$ cat src/rtl/xnor_compare_arbiter_if.sv
// Request/response bundle for xnor_compare_arbiter.
//   master : operand producer side; drives req*_valid/a/b and observes
//            req*_ready and the rsp_* result pulse.
//   slave  : the compare block; observes requests and drives ready/response.
// WIDTH must match the WIDTH of the attached xnor_compare_arbiter.
interface xnor_compare_arbiter_if #(
  parameter int unsigned WIDTH = 8
);

  logic             req0_valid;
  logic             req0_ready;
  logic [WIDTH-1:0] req0_a;
  logic [WIDTH-1:0] req0_b;

  logic             req1_valid;
  logic             req1_ready;
  logic [WIDTH-1:0] req1_a;
  logic [WIDTH-1:0] req1_b;

  logic             rsp_valid;
  logic             rsp_match;
  logic             rsp_id;

  modport master (
    output req0_valid, req0_a, req0_b,
    output req1_valid, req1_a, req1_b,
    input  req0_ready, req1_ready,
    input  rsp_valid, rsp_match, rsp_id
  );

  modport slave (
    input  req0_valid, req0_a, req0_b,
    input  req1_valid, req1_a, req1_b,
    output req0_ready, req1_ready,
    output rsp_valid, rsp_match, rsp_id
  );

endinterface

$ cat src/rtl/xnor_compare_arbiter.sv
// Two-port round-robin front end sharing one bit-serial XNOR equality stage.
// Each accepted operand pair is shifted LSB-first through a 1-bit XNOR and
// AND-accumulated; the result leaves as a one-cycle pulse tagged with the
// owning requester's ID.
//
// Ports:
//   clk   - rising-edge clock
//   rst   - synchronous, active-high reset
//   bus   - xnor_compare_arbiter_if.slave: req0/req1 valid/ready/a/b,
//           rsp_valid/rsp_match/rsp_id
//   busy  - high whenever the FSM is not in IDLE
//
// Build option:
//   XNOR_CMP_EARLY_EXIT_EN - when defined, the first mismatching bit ends the
//   shift phase immediately (response with rsp_match=0). Interface unchanged.
module xnor_compare_arbiter #(
  parameter int unsigned WIDTH = 8
) (
  input  logic                  clk,
  input  logic                  rst,
  xnor_compare_arbiter_if.slave bus,
  output logic                  busy
);

  localparam int unsigned CNT_W = (WIDTH > 1) ? $clog2(WIDTH) : 1;
  localparam logic [CNT_W-1:0] LAST_BIT = CNT_W'(WIDTH - 1);

  typedef enum logic [1:0] {
    IDLE  = 2'd0,
    SHIFT = 2'd1,
    DONE  = 2'd2
  } state_t;

  state_t           state;
  logic [WIDTH-1:0] sa;
  logic [WIDTH-1:0] sb;
  logic [CNT_W-1:0] bit_cnt;
  logic             acc;
  logic             id;
  logic             last_grant;

  logic             grant0_c;
  logic             grant1_c;
  logic             bit_eq_c;
  logic             last_bit_c;

  // Round-robin grant; only offered in IDLE and never while reset is held.
  // On a tie the requester that did not win last time is chosen.
  always_comb begin
    grant0_c = 1'b0;
    grant1_c = 1'b0;
    if (state == IDLE && !rst) begin
      if (bus.req0_valid && (!bus.req1_valid || last_grant)) begin
        grant0_c = 1'b1;
      end else if (bus.req1_valid) begin
        grant1_c = 1'b1;
      end
    end
  end

  assign bus.req0_ready = grant0_c;
  assign bus.req1_ready = grant1_c;

  // Current bit comparison and end-of-shift decision.
  assign bit_eq_c = ~(sa[0] ^ sb[0]);

`ifdef XNOR_CMP_EARLY_EXIT_EN
  assign last_bit_c = (bit_cnt == LAST_BIT) || !bit_eq_c;
`else
  assign last_bit_c = (bit_cnt == LAST_BIT);
`endif

  // Control FSM with datapath and registered response/busy outputs.
  always_ff @(posedge clk) begin
    if (rst) begin
      state         <= IDLE;
      sa            <= '0;
      sb            <= '0;
      bit_cnt       <= '0;
      acc           <= 1'b0;
      id            <= 1'b0;
      last_grant    <= 1'b1;
      bus.rsp_valid <= 1'b0;
      bus.rsp_match <= 1'b0;
      bus.rsp_id    <= 1'b0;
      busy          <= 1'b0;
    end else begin
      case (state)
        IDLE: begin
          bus.rsp_valid <= 1'b0;
          if (grant0_c || grant1_c) begin
            sa         <= grant1_c ? bus.req1_a : bus.req0_a;
            sb         <= grant1_c ? bus.req1_b : bus.req0_b;
            id         <= grant1_c;
            last_grant <= grant1_c;
            acc        <= 1'b1;
            bit_cnt    <= '0;
            busy       <= 1'b1;
            state      <= SHIFT;
          end
        end

        SHIFT: begin
          acc     <= acc & bit_eq_c;
          sa      <= sa >> 1;
          sb      <= sb >> 1;
          bit_cnt <= bit_cnt + CNT_W'(1);
          if (last_bit_c) begin
            // Response registers load on the way into DONE so they are
            // valid for exactly the DONE cycle.
            bus.rsp_valid <= 1'b1;
            bus.rsp_match <= acc & bit_eq_c;
            bus.rsp_id    <= id;
            state         <= DONE;
          end
        end

        DONE: begin
          bus.rsp_valid <= 1'b0;
          busy          <= 1'b0;
          state         <= IDLE;
        end

        default: begin
          bus.rsp_valid <= 1'b0;
          busy          <= 1'b0;
          state         <= IDLE;
        end
      endcase
    end
  end

endmodule
$ cat src/flat_wrapper.sv
// flat-port wrapper written by rule: the top's interface ports become plain ports
module xnor_compare_arbiter_flat 
#(
  parameter int unsigned WIDTH = 8
)
  (clk, rst, busy, bus_req0_valid, bus_req0_a, bus_req0_b, bus_req1_valid, bus_req1_a, bus_req1_b, bus_req0_ready, bus_req1_ready, bus_rsp_valid, bus_rsp_match, bus_rsp_id);
  xnor_compare_arbiter_if #(.WIDTH(WIDTH)) bus_i ();
  input  logic clk;
  input  logic rst;
  output logic busy;
  input wire logic [$bits(bus_i.req0_valid)-1:0] bus_req0_valid;
  input wire logic [$bits(bus_i.req0_a)-1:0] bus_req0_a;
  input wire logic [$bits(bus_i.req0_b)-1:0] bus_req0_b;
  input wire logic [$bits(bus_i.req1_valid)-1:0] bus_req1_valid;
  input wire logic [$bits(bus_i.req1_a)-1:0] bus_req1_a;
  input wire logic [$bits(bus_i.req1_b)-1:0] bus_req1_b;
  output wire logic [$bits(bus_i.req0_ready)-1:0] bus_req0_ready;
  output wire logic [$bits(bus_i.req1_ready)-1:0] bus_req1_ready;
  output wire logic [$bits(bus_i.rsp_valid)-1:0] bus_rsp_valid;
  output wire logic [$bits(bus_i.rsp_match)-1:0] bus_rsp_match;
  output wire logic [$bits(bus_i.rsp_id)-1:0] bus_rsp_id;
  assign bus_i.req0_valid = bus_req0_valid;
  assign bus_i.req0_a = bus_req0_a;
  assign bus_i.req0_b = bus_req0_b;
  assign bus_i.req1_valid = bus_req1_valid;
  assign bus_i.req1_a = bus_req1_a;
  assign bus_i.req1_b = bus_req1_b;
  assign bus_req0_ready = bus_i.req0_ready;
  assign bus_req1_ready = bus_i.req1_ready;
  assign bus_rsp_valid = bus_i.rsp_valid;
  assign bus_rsp_match = bus_i.rsp_match;
  assign bus_rsp_id = bus_i.rsp_id;
  xnor_compare_arbiter #(.WIDTH(WIDTH)) u_core (.clk(clk), .rst(rst), .bus(bus_i), .busy(busy));
endmodule
$ cat config.mk
export PLATFORM = sky130hd
export DESIGN_NAME = xnor_compare_arbiter_flat
export DESIGN_NICKNAME = d
export VERILOG_FILES = /design/src/rtl/xnor_compare_arbiter_if.sv /design/src/rtl/xnor_compare_arbiter.sv /design/src/flat_wrapper.sv
export SDC_FILE = /design/constraint.sdc
export NUM_CORES = 1
export LEC_CHECK = 0
export ABC_AREA = 1
export CAP_MARGIN = 0
export CORE_MARGIN = 2
export CORE_UTILIZATION = 52
export DETAILED_ROUTE_END_ITERATION = 7
export PLACE_DENSITY = 0.91
export SYNTH_ARGS = -nofsm -noshare
export SYNTH_HDL_FRONTEND = slang
export SYNTH_SLANG_ARGS = --single-unit
$ cat constraint.sdc
create_clock -name clk -period 2.4 [get_ports clk]
set_clock_uncertainty 0.05 [all_clocks]
set_input_delay 0.48 -clock clk [delete_from_list [all_inputs] [get_ports clk]]
set_output_delay 0.48 -clock clk [all_outputs]
set_load 0.02 [all_outputs]
# After elaboration in Yosys (flattened, before gate mapping)
# Cells that the tools add are included.
# Widths: inputs -> output; s select.
dict set report word_totals {
  inputBits 36
  wordCells 53
  regBits 28
}
dict set report classes {
  eq_ne 4
  add_sub_neg 1
  bitwise 4
  muxes 19
  reduce_logical 14
}
# op n
set ops {}
lappend ops {{$mux 8} 4}
lappend ops {{$pmux 8 s2} 2}
lappend ops {{$reduce_and 2->1} 5}
lappend ops {{$mux 1} 6}
lappend ops {{$pmux 3 s2} 1}
lappend ops {{$mux 2} 2}
lappend ops {{$pmux 1 s2} 2}
lappend ops {{$pmux 2 s2} 1}
lappend ops {{$add 3x1->3 const B} 1}
lappend ops {{$eq 3x3->1 const B} 1}
lappend ops {{$mux 3} 1}
lappend ops {{$eq 2x1->1 const B} 1}
lappend ops {{$logic_and 1x1->1} 2}
lappend ops {{$logic_not 1->1} 2}
lappend ops {{$logic_not 2->1} 1}
lappend ops {{$logic_or 1x1->1} 2}
lappend ops {{$ne 2x1->1 const B} 1}
lappend ops {{$ne 2x2->1 const B} 1}
lappend ops {{$not 1->1} 2}
lappend ops {{$reduce_bool 2->1} 1}
lappend ops {{$reduce_or 2->1} 1}
lappend ops {{$and 1x1->1} 1}
lappend ops {{$xor 1x1->1} 1}

# Longest topological paths before layout
# Gate-level depths: netlist of the first run.
dict set report logic_depth {
  ltp_word 8
  ltp_mapped 9
  depth_no_buf 8
}

# Least setup slack after synthesis of the first run
# Ideal clock, no wire load.
dict set report synth_path {
  path_type {input to output}
  startpoint {input rst}
  endpoint {output bus_req0_ready}
  setup_slack_ps 599
  stages 5
  path_buffers 2
  arrival_time_ps 1271
  cell_sequence {buf_2 nor2_2 nand2_2 buf_4 inv_2}
}
dict set report synth_via {
  elab_chain_cells 3
}
# element line_no
set synth_rtl {}
lappend synth_rtl {{from (decl)} flat_wrapper.sv:9} ;# input logic rst;
lappend synth_rtl {{$logic_not 1->1} xnor_compare_arbiter.sv:52} ;# if (state == IDLE && !rst) begin
lappend synth_rtl {{$logic_and 1x1->1} xnor_compare_arbiter.sv:52}
lappend synth_rtl {{$mux 1} xnor_compare_arbiter.sv:52}
lappend synth_rtl {{to (decl)} flat_wrapper.sv:17} ;# output wire logic [$bits(bus_i.req0_ready)-1:0] bus_req0_ready;
# No other way between the ends.

# Worst setup path after layout of the first run
dict set report layout_path {
  startpoint {input bus_req0_valid}
  endpoint {output bus_req0_ready}
}
dict set report layout_via {
  elab_chain_cells 3
}
# element line_no
set layout_rtl {}
lappend layout_rtl {{from (decl)} flat_wrapper.sv:11} ;# input wire logic [$bits(bus_i.req0_valid)-1:0] bus_req0_valid;
lappend layout_rtl {{$logic_and 1x1->1} xnor_compare_arbiter.sv:53} ;# if (bus.req0_valid && (!bus.req1_valid || last_grant)) begin
lappend layout_rtl {{$mux 1} xnor_compare_arbiter.sv:53}
lappend layout_rtl {{$mux 1} xnor_compare_arbiter.sv:52}
# No other way between the ends.

==> results, run 1 <==
- After synthesis, the share of flip-flops with an asynchronous set or reset is 0%.
- The final count of pins violating max slew is 0.
- The synthesized design contains 0 enable-type register cells.
- The count of final hold-check violations is 0.
- Static timing analysis puts the maximum clock frequency at about 0.44 GHz.
- The flow ran to the end, and the final reports show no timing, DRC or antenna violations.
- The worst slew slack as a fraction of its limit is 69.84%.
- The cell type contributing the most total cell area after synthesis is dfxtp_1.
- The number of buffer cells added on primary ports is 41.
- The leakage dissipation is 0.9561 nW.
- The later pin in the worst-skew pair is clocked with a latency of 0.34 ns.
- Cell internal power was estimated by the tool at 0.0007932 W.
- The number of nets with antenna violations after detailed routing is 0.
- The worst path uses ~94% of the clock period.
- The worst-case reg-to-reg path depth is 8.
- IR analysis of the VDD net gives a maximum drop of 0.3997 mV.
- At the placement stage, the worst setup path has a slack of -0.1320 ns.
- The largest fanout on the critical path is 2.
- The H-tree depth reported by CTS is 1.
- Among all flip-flop cells after synthesis, the most frequent one is dfxtp_1.
- The clock edge transition at the registers on the reported setup and hold paths is ~0.15 ns.
- Cells fill 70.38% of the core in the end.
- For this run, design rule violations remaining after detail routing come to 0.
- The fraction of final layout cells sized beyond drive strength 1 is 11.31%.
- The tool flagged a number of max-cap violations equal to 0.
- TritonCTS built the clock tree.
- Power spread over the standard cell area amounts to 522.3 mW/mm^2.
- The via count of the first global-routing pass is ~1500.
- For met1 alone, demand over resource in global routing was ~29%.
- The tree is rooted in a clkbuf_4.
- Subtracting the final worst setup slack from the clock period gives 2.249 ns.
- The switching power total is approximately 0.00031 W.
- Pin placement for this block handled 42 I/O pins.
- Setup total negative slack on the finished layout was measured at 0 ns.
- Setup violations remaining at the end of the flow were counted as 0.
- 0 antenna diodes ended up in the layout.
- The average cell area after synthesis is 6.730 um^2.
- The initial antenna violation count was 0.
- The cell area reported after detailed placement is 0.002063 mm^2.
- The type of the most critical hold path is register to register.
- The sort of element at the start of the critical path is an input pin.
- The actual slew at the worst max-slew pin is 0.4514 ns.
- Registers are responsible for 46.6% of the overall power.
- For this run the aggregate overflow at the end of global routing stands at 0.
- The global routing usage summed across all routing layers is 23.84%.
- The area of the die is 0.003568 mm^2.
- The post-synthesis instance total is 240.
- The fraction of met3 tracks used by global routing is 3.680%.
- The number of detailed-routing iterations run before antenna repair is 4.
- The initial detailed-routing violation count is ~80.
- For this run, the number of Yosys warnings is 0.
- The routability congestion estimate from global placement is 0.8143.
- Entering global routing, the biggest net connects 24 pins.
- After detailed routing, the average wire length per cell comes to 11.61 um.
- After synthesis, the most frequently instantiated cells are 63 x nor2_1, 60 x nand2_1, 28 x dfxtp_1.
- The worst path meets setup with ~0.15 ns of slack.
- The count of state elements after synthesis is 28.
- Of the total power, combinational logic draws 24.9%.
- From left edge to right edge, the die measures 59.74 um.
- The worst hold path depth is 2.
- The total CTS buffers is 3.
- The number of placement rows is 20.
- Total power for the finished layout comes to about 0.0011 W.
- Relative to the synthesized area, the layout overhead comes to 30.83%.
- At the worst endpoint, the required time is 1.87 ns.
- The synthesized netlist occupies a cell area of 0.001615 mm^2.
- The HPWL after detailed placement is 2682 um.
- The layer carrying the most global-route usage is met2.
- Summing all non-filler instances in the final layout gives an area of 0.002113 mm^2.
- The first global-routing pass estimated 6444 um of wire.
- The mean number of vias per cell is slightly above 5.
- Net switching is 28.14% of the power.
- Once the floorplan was initialized, standard cells occupied a little over half of the core.
- No sink is reached through more buffers than the 2 on the longest clock path.
- By area the synthesized netlist is led by dfxtp_1 35%, nor2_1 15%, nand2_1 14%, nand3b_1 6.5%, nand4_1 5.4%.
- The total area inside the core boundary comes to 0.003003 mm^2.
- The type of the worst setup path is input pin to output pin.
- The number of nets in the synthesized netlist is 278.
- Of the total power, the clock network draws between 20% and 30%.
- Setup repair after global routing left no endpoint under its margin.
- The met2 usage in global routing is 42.24%.
- The number of nets at the end of the flow is 322.
- Summing over every cut layer, the via total after detailed routing is 1639.
- The number of setup buffers added after CTS is 0.
- Counting distinct cell types in the post-synthesis netlist gives 31.
- Of the synthesized area, sequential elements account for 34.70%.
- The worst setup path is captured at an output pin.
- The count of hold-fix buffers inserted at cts is 0.
- nor2_1 is the most common cell in the netlist.
- The top cell type by area accounts for 34.70% of the synthesized area.
- STA puts the critical path data arrival time at around 1.7 ns.
- The clock sink count is 28.
- The final routed wirelength across all metal layers is around 3700 um.
- The die is about 60 um tall.
what timing repair did:
action                                  4_1_cts  5_1_grt
endpoints found under the hold margin         0        0
endpoints found under the setup margin        2        0
gates resized for setup                       2        0
logic make-up after synthesis:
kind of cell	after synthesis	share of synthesized area, %
flops	28	34.70
compound gates	18	7.592
simple gates	163	47.02
buf+inv	29	9.139
fa+ha+maj	2	1.549
power groups by stage:
stage / combinational, W / sequential [W] / clock [W]
5_1_grt: 0.000308 / 0.000517 / 0.000338
3_3_place_gp: 0.000270 / 0.000522 / 0
3_5_place_dp: 0.000276 / 0.000524 / 0
4_1_cts: 0.000276 / 0.000514 / 0.000320
2_1_floorplan: 0.000174 / 0.000522 / 0
6_report: 0.000274 / 0.000514 / 0.000315
state kept, by name (all words and copies together), names as in the netlist:
| name | cells |
|---|---|
| u_core.sa | 8 |
| u_core.acc | 1 |
| u_core.state | 2 |
| u_core.id | 1 |
| u_core.bus.rsp_match | 1 |
| u_core.last_grant | 1 |
| u_core.busy | 1 |
| u_core.bit_cnt | 3 |
| u_core.bus.rsp_id | 1 |
| u_core.bus.rsp_valid | 1 |
| u_core.sb | 8 |
routing by layer:
layer | wire length [um] | vias up
met3 | 130 | 7
met1 | 1659 | 746
met2 | 1807 | 37
li1 | - | 849
met5 | 0 | -
met4 | 72 | 0
cell usage in the layout, fill, tap and decap left out, types with 3 or more instances in the layout:
master            n
nor2_1           63
nand2_1          60
clkdlybuf4s50_1  39
dfxtp_1          28
nand3b_1         14
nand4_1          14
buf_4            11
inv_1            10
a21oi_1           8
inv_2             5
nand3_1           3
o21ai_1           3
clkbuf_4          3
through the flow:
stage | cells | hold WS, ns
after global placement | 312 | 0.3987
after global routing | 316 | 0.4460
after detailed placement | 312 | 0.4077
after floorplan | 240 | 0.3825
after CTS | 316 | 0.4252
final | 316 | 0.4315
worst max-delay path, cell delays in order:
cell and delay [ns]:
clkdlybuf4s50_1 0.48, a21boi_4 0.27, nand2_2 0.09, inv_2 0.06, dlygate4sd2_1 0.33
final timing paths:
| path | from | end | slack [ns] |
|---|---|---|---|
| worst max register to register | u_core.state[1]$_SDFFE_PP0P_ | u_core.sa[1]$_SDFFE_PP0P_ | 0.75 |
| worst min-delay path | u_core.bus.rsp_id$_SDFFE_PP0P_ | u_core.bus.rsp_id$_SDFFE_PP0P_ | 0.43 |
| worst max-delay path | bus_req0_valid | bus_req0_ready | 0.15 |
| worst min register to register | u_core.bus.rsp_id$_SDFFE_PP0P_ | u_core.bus.rsp_id$_SDFFE_PP0P_ | 0.43 |
cell type report:
cell class	instances	area (um^2)
clock buffer	3	22.52
clock inverter	1	30.03
fill	251	889.6
inverter	16	61.31
multi-input combinational	183	907.1
sequential	28	560.5
tap	33	41.29
timing repair buffer	52	490.5
No activity file was read; power rests on OpenSTA's default activity.
==> run 2: changes to the inputs <==
Settings changed: CORE_UTILIZATION 52 to 45, CTS_BUF_LIST set to sky130_fd_sc_hd__clkbuf_16, PLACE_DENSITY 0.91 to 0.81.
==> run 2 against run 1 <==
Net effect: hold slack worse by 0.015 ns; wire length up 4.0%; critical path depth unchanged; register-to-register slack about the same; final cell count up 4.1%; non-clock buffer count unchanged; combinational power up 3%; setup slack worse by 0.049 ns.
==> results, run 2 (synthesized netlist as in run 1, its figures left out) <==
- The final routed wirelength across all metal layers is 3814 um (+4.0%).
- The total congestion overflow after global routing was 0 (unchanged).
- The final non-filler cell total is 329 (+4.1%).
- The critical path's largest stage delay was 0.57 ns (+0.09 ns).
- The HPWL after detailed placement came to 2631 um (-1.9%).
- The number of buffer cells added on primary ports is 41 (unchanged).
- The fmax is 0.4352 GHz (-2.1%).
- STA classifies the critical path endpoint as an output pin.
- The final-report setup violation count came to 0 (unchanged).
- The power density over the cells came to 586.1 mW/mm^2 (+12%).
- The via count is 1619 (-1.2%).
- The initial core utilization is 47.66% (-6.1 points).
- The number of nets with antenna violations after detailed routing is 0 (unchanged).
- The signal on the critical path passes through clkdlybuf4s50_1, a21boi_4, buf_4, nor2_8, dlygate4sd2_1.
- Setup repair after global routing left no endpoint under its margin.
- The worst-case setup slack after placement came to -0.2209 ns (-0.08888 ns).
- The top cell types in the final layout, fill and taps aside, are 63 x nor2_1, 60 x nand2_1, 38 x clkdlybuf4s50_1, 28 x dfxtp_1.
- The shortest clock period the worst path allows after layout is 2.298 ns (+0.04903 ns).
- The number of placed cells counting well taps came to 323 (+3.5%).
- The I/O pin total is 42 (unchanged).
- The largest registers in the layout are u_core.sa: 8 flops, u_core.sb: 8 flops, u_core.bit_cnt: 3 flops.
- The number of placement rows is 21 (+5.0%).
- The setup slack of the most critical reg-to-reg path is 0.74 ns (about the same).
- The portion of the clock cycle consumed by the worst path in the final layout is 95.75% (+2.0 points).
- The final antenna diode count was 0 (unchanged).
- The most common cell after layout, fill and taps aside is nor2_1.
- The global routing usage summed across all routing layers is 20.16% (-3.7 points).
- The detailed-route wire length per cell is 11.59 um (-0.16%).
- The final count of pins violating max slew was 0 (unchanged).
- The clock latency on the worst-skew pair came to 0.26 ns (-0.08 ns).
- The min-delay analysis places its worst path in the category register to register.
- The die extent in y came to 63.91 um (+7.0%).
- The global-route wire length before repair came to 6575 um (+2.0%).
- The actual slew at the worst max-slew pin is 0.3235 ns (-0.1279 ns).
- The clock edge transition at the registers on the reported setup and hold paths came to 0.07 ns (-0.08 ns).
- The fraction of final layout cells sized beyond drive strength 1 is 11.66% (+0.35 points).
- The leakage dissipation is 0.9811 nW (+2.6%).
- The initial antenna violation count is 0 (unchanged).
- The critical path data arrival time was 1.77 ns (+0.05 ns).
- The total CTS buffers is 3 (unchanged).
- The mean number of vias per cell was 4.921 (-5.1%).
- The TritonCTS clock tree is built.
- The layout-stage area growth over the synthesis result is 35.94%.
- The width of the die was 63.91 um (+7.0%).
- The worst slew slack as a fraction of its limit is 78.36% (+8.5 points).
- The area of the die is 0.004084 mm^2 (+14%).
- The maximum number of pins on one net before global-route repair is 24 (unchanged).
- The clock tree buffer depth was 2 (unchanged).
- The root buffer cell is clkbuf_16.
- The via count of the first global-routing pass is 1478 (-4.0%).
- The data required time of the worst path was 1.87 ns (about the same).
- The clock sink count is 28 (unchanged).
- The post-route DRC violation count is 0 (unchanged).
- The number of nets at the end of the flow is 322 (unchanged).
- The cell family with the largest share of critical-path delay is buffers and inverters.
- The largest fanout on the critical path is 3 (+1).
- The count of hold-fix buffers inserted at cts is 0 (unchanged).
- The type of the worst setup path is input pin to output pin.
- The slowest stage of the critical path belongs to the cell clkdlybuf4s50_1.
- The maximum resistive drop on vdd is 0.2592 mV (-35%).
- The number of maximum-capacitance violations came to 0 (unchanged).
- The initial detailed-routing violation count is 67 (-15%).
- The H-tree depth reported by CTS is 1 (unchanged).
- The area of the core region came to 0.003390 mm^2 (+13%).
- STA classifies the critical path startpoint as an input pin.
- The final worst setup slack came to 0.1021 ns (-0.04903 ns).
- The number of detailed-routing iterations run before antenna repair came to 4 (unchanged).
- The routability congestion estimate from global placement is 0.7708 (-5.3%).
- The count of final hold-check violations is 0 (unchanged).
- The buffers plus inverters on the worst setup path came to 3 (unchanged).
- The flow ran to the end, and the final reports show no timing, DRC or antenna violations.
-- run 2: report_power, final --
part | total [W] | switching [W] | leakage [nW] | internal (W)
logic | 0.000283 | 0.000149 | 0.701 | 0.000133
registers | 0.000513 | 0.0000181 | 0.229 | 0.000495
clock network | 0.000491 | 0.000159 | 0.0511 | 0.000332
-- run 2: worst paths after layout --
check / cells after the start / from / endpoint
hold reg to reg: 2 / u_core.sa[7]$_SDFFE_PP0P_ / u_core.sa[7]$_SDFFE_PP0P_
setup reg to reg: 7 / u_core.state[1]$_SDFFE_PP0P_ / u_core.sa[7]$_SDFFE_PP0P_
hold / removal: 2 / u_core.sa[7]$_SDFFE_PP0P_ / u_core.sa[7]$_SDFFE_PP0P_
setup / recovery: 5 / bus_req0_valid / bus_req1_ready
-- run 2: tightest hold or removal path: cells and delay by family, from the launching register on --
kind,cells,cell delay (ns)
DFF,1,0.31
and+or+nand+nor,1,0.06
AOI/OAI and AO/OA,1,0.05
-- run 2: stage by stage --
step                      hold slack [ns]  setup TNS [ns]  instance area (um^2)  total power [W]  utilization, %
after floorplan                    0.3825               0                  1615        0.0006960               -
after global placement             0.3984         -0.2899                  2077        0.0007968           61.28
after detailed placement           0.4014         -0.3250                  2077        0.0008035           61.28
after CTS                          0.4146               0                  2188         0.001295           64.56
after global routing               0.4419               0                  2196         0.001347           64.78
final                              0.4164               0                  2196         0.001287           64.78
-- run 2: final cells by class --
type	instances	area [um^2]
repair buffers	52	504.2
well taps	46	57.56
multi-input cells	183	907.1
inverters	16	61.31
clock inverters	1	30.03
fillers	301	1194
clock buffers	3	75.07
flip-flops and latches	28	560.5
-- run 2: routing by layer --
layer	global-route usage (%)	vias to the layer above	routed length, um
met5	0	-	0
met3	2.641	2	194
met2	33.72	53	1852
met1	26.54	714	1738
li1	-	850	-
met4	7.065	0	29
-- run 2: repair_timing --
action / CTS / global route
resized for setup: 5 / 0
buffers inserted: 1 / 1
endpoints found under the setup margin: 2 / 1
endpoints found under the hold margin: 0 / 0
